File: src/rtl/jogo_pkg.sv
// Shared definitions for the game datapath: state encoding (also used by the
// db_estado debug decode), default timing and the LED/button width.
package jogo_pkg;

  localparam int LARGURA           = 4;
  localparam int T_ACESO_PADRAO    = 50;
  localparam int T_APAGADO_PADRAO  = 25;

  typedef enum logic [3:0] {
    OCIOSO  = 4'd0,
    PAUSA   = 4'd1,
    CARREGA = 4'd2,
    ACESO   = 4'd3,
    APAGADO = 4'd4,
    FIM     = 4'd5
  } estado_t;

  // Width needed to hold a count of 0..n.
  function automatic int largura_contador(input int n);
    return (n < 1) ? 1 : $clog2(n + 1);
  endfunction

endpackage

File: src/rtl/exibe_sequencia_if.sv
// Bundle between the control unit / sequence memory (master) and the
// sequence display block (slave).
// Handshake: the master raises iniciar for at least one cycle while the slave
// is idle (exibindo=0); the slave answers with a single-cycle pronto once the
// whole sequence has been shown. parar aborts a run with no pronto.
// dado_mem is an asynchronous read of endereco, valid in the same cycle.
interface exibe_sequencia_if;
  import jogo_pkg::*;

  logic               iniciar;
  logic               parar;
  logic [LARGURA-1:0] rodada;
  logic [LARGURA-1:0] dado_mem;
  logic [LARGURA-1:0] endereco;
  logic [LARGURA-1:0] leds;
  logic               exibindo;
  logic               pronto;
  logic [3:0]         db_estado;

  modport master (
    output iniciar, parar, rodada, dado_mem,
    input  endereco, leds, exibindo, pronto, db_estado
  );

  modport slave (
    input  iniciar, parar, rodada, dado_mem,
    output endereco, leds, exibindo, pronto, db_estado
  );

endinterface

File: src/rtl/exibe_sequencia_contador.sv
// contador_tempo: cycle counter for the lit/dark intervals. Counts while
// enable is high, flags fim at M-1 and wraps to 0; clear takes priority.
module contador_tempo
  import jogo_pkg::*;
#(
  parameter int M = 2
) (
  input  logic clock,
  input  logic reset,
  input  logic clear,
  input  logic enable,
  output logic fim
);

  localparam int W = largura_contador(M);

  logic [W-1:0] r_contagem;
  logic         w_fim;

  assign w_fim = (r_contagem == W'(M - 1));
  assign fim   = w_fim;

  // Count up while enabled, wrap after the last cycle of the interval.
  always_ff @(posedge clock or posedge reset) begin
    if (reset) begin
      r_contagem <= '0;
    end else if (clear) begin
      r_contagem <= '0;
    end else if (enable) begin
      r_contagem <= w_fim ? '0 : r_contagem + W'(1);
    end
  end

endmodule

File: src/rtl/exibe_sequencia.sv
// exibe_sequencia: plays memory entries 0..rodada on the LEDs, each lit for
// T_ACESO cycles followed by T_APAGADO dark cycles, then pulses pronto.
// Optional feature: define ATRASO_INICIAL_EN to insert a dark PAUSA of
// T_APAGADO cycles before the first entry.
module exibe_sequencia
  import jogo_pkg::*;
#(
  parameter int T_ACESO   = T_ACESO_PADRAO,
  parameter int T_APAGADO = T_APAGADO_PADRAO
) (
  input  logic              clock,
  input  logic              reset,
  exibe_sequencia_if.slave  bus
);

  estado_t            r_estado;
  logic [LARGURA-1:0] r_limite;
  logic [LARGURA-1:0] r_endereco;
  logic [LARGURA-1:0] r_leds;
  logic               r_exibindo;
  logic               r_pronto;

  logic w_fim_aceso;
  logic w_fim_apagado;
  logic w_conta_aceso;
  logic w_conta_apagado;

  // Each timer only runs in its own state and is held at zero elsewhere,
  // so it always starts from zero when that state is entered.
  assign w_conta_aceso   = (r_estado == ACESO);
  assign w_conta_apagado = (r_estado == APAGADO) || (r_estado == PAUSA);

  contador_tempo #(.M(T_ACESO)) u_tempo_aceso (
    .clock  (clock),
    .reset  (reset),
    .clear  (!w_conta_aceso),
    .enable (w_conta_aceso),
    .fim    (w_fim_aceso)
  );

  contador_tempo #(.M(T_APAGADO)) u_tempo_apagado (
    .clock  (clock),
    .reset  (reset),
    .clear  (!w_conta_apagado),
    .enable (w_conta_apagado),
    .fim    (w_fim_apagado)
  );

  // Sequencer FSM: all outputs are registered alongside the state change.
  always_ff @(posedge clock or posedge reset) begin
    if (reset) begin
      r_estado   <= OCIOSO;
      r_limite   <= '0;
      r_endereco <= '0;
      r_leds     <= '0;
      r_exibindo <= 1'b0;
      r_pronto   <= 1'b0;
    end else begin
      r_pronto <= 1'b0;
      if (bus.parar && (r_estado != OCIOSO)) begin
        r_estado   <= OCIOSO;
        r_leds     <= '0;
        r_exibindo <= 1'b0;
      end else begin
        case (r_estado)
          OCIOSO: begin
            if (bus.iniciar && !bus.parar) begin
              r_limite   <= bus.rodada;
              r_endereco <= '0;
              r_exibindo <= 1'b1;
`ifdef ATRASO_INICIAL_EN
              r_estado   <= PAUSA;
`else
              r_estado   <= CARREGA;
`endif
            end
          end
          PAUSA: begin
            if (w_fim_apagado) begin
              r_estado <= CARREGA;
            end
          end
          CARREGA: begin
            r_leds   <= bus.dado_mem;
            r_estado <= ACESO;
          end
          ACESO: begin
            if (w_fim_aceso) begin
              r_leds   <= '0;
              r_estado <= APAGADO;
            end
          end
          APAGADO: begin
            if (w_fim_apagado) begin
              if (r_endereco == r_limite) begin
                r_exibindo <= 1'b0;
                r_pronto   <= 1'b1;
                r_estado   <= FIM;
              end else begin
                r_endereco <= r_endereco + 4'd1;
                r_estado   <= CARREGA;
              end
            end
          end
          FIM: begin
            r_estado <= OCIOSO;
          end
          default: begin
            r_estado   <= OCIOSO;
            r_leds     <= '0;
            r_exibindo <= 1'b0;
          end
        endcase
      end
    end
  end

  assign bus.endereco  = r_endereco;
  assign bus.leds      = r_leds;
  assign bus.exibindo  = r_exibindo;
  assign bus.pronto    = r_pronto;
  assign bus.db_estado = r_estado;

endmodule

File: src/flat_wrapper.sv
// flat-port wrapper written by rule: the top's interface ports become plain ports
module exibe_sequencia_flat import jogo_pkg::*;
#(
  parameter int T_ACESO   = T_ACESO_PADRAO,
  parameter int T_APAGADO = T_APAGADO_PADRAO
)
  (clock, reset, bus_iniciar, bus_parar, bus_rodada, bus_dado_mem, bus_endereco, bus_leds, bus_exibindo, bus_pronto, bus_db_estado);
  exibe_sequencia_if bus_i ();
  input  logic clock;
  input  logic reset;
  input wire logic [$bits(bus_i.iniciar)-1:0] bus_iniciar;
  input wire logic [$bits(bus_i.parar)-1:0] bus_parar;
  input wire logic [$bits(bus_i.rodada)-1:0] bus_rodada;
  input wire logic [$bits(bus_i.dado_mem)-1:0] bus_dado_mem;
  output wire logic [$bits(bus_i.endereco)-1:0] bus_endereco;
  output wire logic [$bits(bus_i.leds)-1:0] bus_leds;
  output wire logic [$bits(bus_i.exibindo)-1:0] bus_exibindo;
  output wire logic [$bits(bus_i.pronto)-1:0] bus_pronto;
  output wire logic [$bits(bus_i.db_estado)-1:0] bus_db_estado;
  assign bus_i.iniciar = bus_iniciar;
  assign bus_i.parar = bus_parar;
  assign bus_i.rodada = bus_rodada;
  assign bus_i.dado_mem = bus_dado_mem;
  assign bus_endereco = bus_i.endereco;
  assign bus_leds = bus_i.leds;
  assign bus_exibindo = bus_i.exibindo;
  assign bus_pronto = bus_i.pronto;
  assign bus_db_estado = bus_i.db_estado;
  exibe_sequencia #(.T_ACESO(T_ACESO), .T_APAGADO(T_APAGADO)) u_core (.clock(clock), .reset(reset), .bus(bus_i));
endmodule
File: config.mk
export PLATFORM = sky130hd
export DESIGN_NAME = exibe_sequencia_flat
export DESIGN_NICKNAME = d
export VERILOG_FILES = /design/src/rtl/jogo_pkg.sv /design/src/rtl/exibe_sequencia_if.sv /design/src/rtl/exibe_sequencia_contador.sv /design/src/rtl/exibe_sequencia.sv /design/src/flat_wrapper.sv
export SDC_FILE = /design/constraint.sdc
export NUM_CORES = 1
export LEC_CHECK = 0
export BUFFER_PORTS_ARGS = -buffer_cell sky130_fd_sc_hd__buf_2
export CAP_MARGIN = 20
export CORE_UTILIZATION = 59
export CTS_CLUSTER_DIAMETER = 40
export CTS_CLUSTER_SIZE = 25
export DETAILED_ROUTE_END_ITERATION = 8
export GPL_ROUTABILITY_DRIVEN = 0
export HOLD_SLACK_MARGIN = 0.06
export PLACE_DENSITY = 0.83
export SLEW_MARGIN = 15
export SYNTH_ARGS = -nofsm -noshare
export SYNTH_HDL_FRONTEND = slang
export SYNTH_SLANG_ARGS = --single-unit
File: constraint.sdc
create_clock -name clock -period 4.6 [get_ports clock]
set_input_delay 0 -clock clock [delete_from_list [all_inputs] [get_ports clock]]
set_output_delay 0 -clock clock [all_outputs]
set_load 0.005 [all_outputs]
==> metrics.txt <==
fill count approximately 170; pwr/cell area approximately 280 nW/µm²; Area contributors post-synth dfrtp_1 (47%), xnor2_1 (4.7%), nor2_1 (4.6%), ha_1 (4.2%), mux2_2 (3.8%); Synth Area per Inst 10.23 µm²; Crit Path Class flip-flop to flip-flop; Setup crit start kind flip-flop; syn_nets approximately 160; Post-Syn Instances 145; crit-path max FO 18; IO buf count 24; IO Count 26; Clk Latency, worst-skew pair about 0.32 ns; Mapped Area ~1500 µm²; nets@finish between 150 and 200; global-route wire length before repair between 4 and 5 mm; setup bufs post-CTS 0; Async SR Flop Fraction 1.000; status complete, no violations; Max Buffers Root-to-Sink 2; DRC 0; total gr overflow 0; dpl hpwl about 2.1 mm; count leader, synth dfrtp_1; routed vias/inst approximately 6; die area between 2000 and 3000 µm²; clk_skew roughly 0.007 ns; 1st-iter DRT viols 34; clk slew on worst S/H paths 0.15 ns; die height between 50 and 60 µm; fin. max-slew vios 0; Top FF cell, synth dfrtp_1; H-tree Lvls 1; final WL 3.046 mm; leakage power a little over 0.8 nW; Sink Count 28; Area Growth Syn to Fin 16.78%; Vias 1173; Ys Warns 0; Worst Path Buf+Inv 0; Tcrit/Tclk final 0.3962; Final ANT Viol Nets 0; Synth Register Bits 28; Post-synth EDFFs 0; Least-Margin Pin Slew about 0.68 ns; slowest stage delay, CP ~0.6 ns; final hold violation count 0; Worst Path Required roughly 4.8 ns; setup TNS 0 ns; CTS tree done; Clock Root Buffer clkbuf_4; post-synthesis cell type count 43; MaxCap Viol Count 0; All-Layer GR Usage 0.2486; Setup violations, final 0; critical path arrival 2.05 ns; share of the synthesized area in the top cell type 0.4722; peak supply drop roughly 0.00027 V; Crit. End Element flip-flop; RSZ-0062 raised after global routing no; HP Class input port to flip-flop; final hold slack around 0.11 ns; initial antenna violation count 0; fmax 548.6 MHz; post-synth top area cell dfrtp_1; Commonest cells post-synth dfrtp_1 (28), nor2_1 (18), xnor2_1 (8); CP max stage cell dfrtp_1; wire per inst 15.15 µm; crit path time final about 1.8 ns; worst-path cell chain nor3_2 > nand3b_1 > a21boi_1 > a211o_1; DR pass1 iterations 4; Rows 17; largest net degree at the start of global routing 29; CTS Buf Count 3; Core Area 2297 µm²; Slew headroom 0.5390; layout cells sized above 1 0.2023; Die W ~52 µm; Starting Density 0.6460; post-synthesis sequential area ratio 0.4722; Worst path top cell family by delay flip-flops; Ant. Diodes 0; vias in the first global route around 1200
## state kept, by name, summed over array words and instances (netlist names)
signal / cells
u_core.bus.exibindo: 1
u_core.bus.endereco: 4
u_core.u_tempo_aceso.r_contagem: 6
u_core.u_tempo_apagado.r_contagem: 5
u_core.bus.db_estado: 3
u_core.bus.pronto: 1
u_core.bus.leds: 4
u_core.r_limite: 4
## cell type report
cell class | instances | area, µm² | area share
repair buffers | 35 | 247.7 | 0.1430
clock buffers | 3 | 22.52 | 0.01300
flip-flops and latches | 28 | 700.7 | 0.4043
inverters | 6 | 22.52 | 0.01300
multi-input cells | 101 | 704.4 | 0.4065
well taps | 28 | 35.03 | 0.02022
## per-stage QoR
| stage | utilization | setup slack, ns | cells | area, µm² | total power (W) |
|---|---|---|---|---|---|
| after floorplan | - | 2.846 | 145 | 1484 | 0.0003452 |
| after global placement | 0.6890 | 2.901 | 187 | 1583 | 0.0003678 |
| after detailed placement | 0.6890 | 2.838 | 187 | 1583 | 0.0003740 |
| after CTS | 0.7424 | 2.820 | 200 | 1705 | 0.0004781 |
| after global routing | 0.7544 | 2.650 | 201 | 1733 | 0.0005049 |
| final | 0.7544 | 2.777 | 201 | 1733 | 0.0004790 |
## timing repair
item                      in CTS  in global routing
hold endpoints to repair      38                  0
gates resized for setup        0                  0
hold buffers                  10                  0
## where the power goes
| part | total (W) | internal [W] | leakage, nW | switching, W |
|---|---|---|---|---|
| clock | 0.000100 | 0.0000307 | 0.0138 | 0.0000693 |
| sequential | 0.000289 | 0.000268 | 0.374 | 0.0000218 |
| combinational | 0.0000896 | 0.0000485 | 0.431 | 0.0000411 |
| total | 0.000479 | 0.000347 | 0.819 | 0.000132 |
## cell usage in the layout (no fill, tap or decap), drive strengths merged
| master | netlist | layout |
|---|---|---|
| and4b | 3 | 3 |
| nand2b | 2 | 2 |
| a21boi | 1 | 1 |
| nor3 | 2 | 2 |
| buf | 3 | 25 |
| conb | 1 | 1 |
| nand4b | 3 | 3 |
| nand3b | 1 | 1 |
| and2 | 1 | 1 |
| a211o | 2 | 2 |
| o22ai | 1 | 1 |
| a41oi | 1 | 1 |
| a221o | 1 | 1 |
| inv | 6 | 6 |
| nor2b | 1 | 1 |
| a21o | 1 | 1 |
| xor2 | 4 | 4 |
| o221ai | 1 | 1 |
| nand3 | 7 | 7 |
| nor4b | 1 | 1 |
| a22o | 4 | 4 |
| clkbuf | 7 | 3 |
| o41ai | 1 | 1 |
| o21ai | 5 | 5 |
| a21oi | 4 | 4 |
| ha | 5 | 5 |
| a311oi | 1 | 1 |
| o21a | 1 | 1 |
| a31oi | 1 | 1 |
| nor3b | 2 | 2 |
| and3 | 3 | 3 |
| dfrtp | 28 | 28 |
| dlygate4sd3 | 0 | 10 |
| nor2 | 18 | 18 |
| mux2 | 5 | 5 |
| nand4 | 1 | 1 |
| o31ai | 1 | 1 |
| xnor2 | 8 | 8 |
| or3b | 1 | 1 |
| nand2 | 6 | 6 |
## routing by layer
metal  wire length (µm)  vias to the layer above  part of all wire  global-route usage
met3                123                        2             0.040             0.03801
met1               1361                      569              0.45              0.3143
li1                   -                      562                 -                   -
met2               1544                       40              0.51              0.4359
met5                  0                        -                 0                   0
met4                 17                        0            0.0056             0.07456
## worst paths after layout
check / from / cells past startpoint / slack (ns) / end
worst min register to register: u_core.u_tempo_aceso.r_contagem[0] / 1 / 0.50 / u_core.u_tempo_aceso.r_contagem[0]
max in group asynchronous: reset / 4 / 4.00 / u_core.u_tempo_apagado.r_contagem[1]
worst max-delay path: u_core.bus.db_estado[1] / 4 / 2.78 / u_core.bus.endereco[2]
worst min-delay path: bus_iniciar / 4 / 0.11 / u_core.bus.db_estado[1]
min in group asynchronous: reset / 3 / 0.18 / u_core.r_limite[0]
worst max register to register: u_core.bus.db_estado[1] / 4 / 2.78 / u_core.bus.endereco[2]
## worst reg2reg max path, cell delays in order (launching register included)
cell      delay, ns
dfrtp_1        0.60
nor3_2         0.30
nand3b_1       0.28
a21boi_1       0.24
a211o_1        0.32
## logic make-up (layout without fill, tap and decap cells)
group / after synthesis / count (layout) / share of synthesized area
buffers and inverters: 16 / 44 / 0.05312
other: 1 / 1 / 0.002527
muxes: 5 / 5 / 0.03794
adders and majority gates: 5 / 5 / 0.04216
AOI/OAI and AO/OA: 26 / 26 / 0.1248
DFF: 28 / 28 / 0.4722
xor gates and xnor gates: 12 / 12 / 0.07083
and+or+nand+nor: 52 / 52 / 0.1965
(Power assumes the default switching activity.)
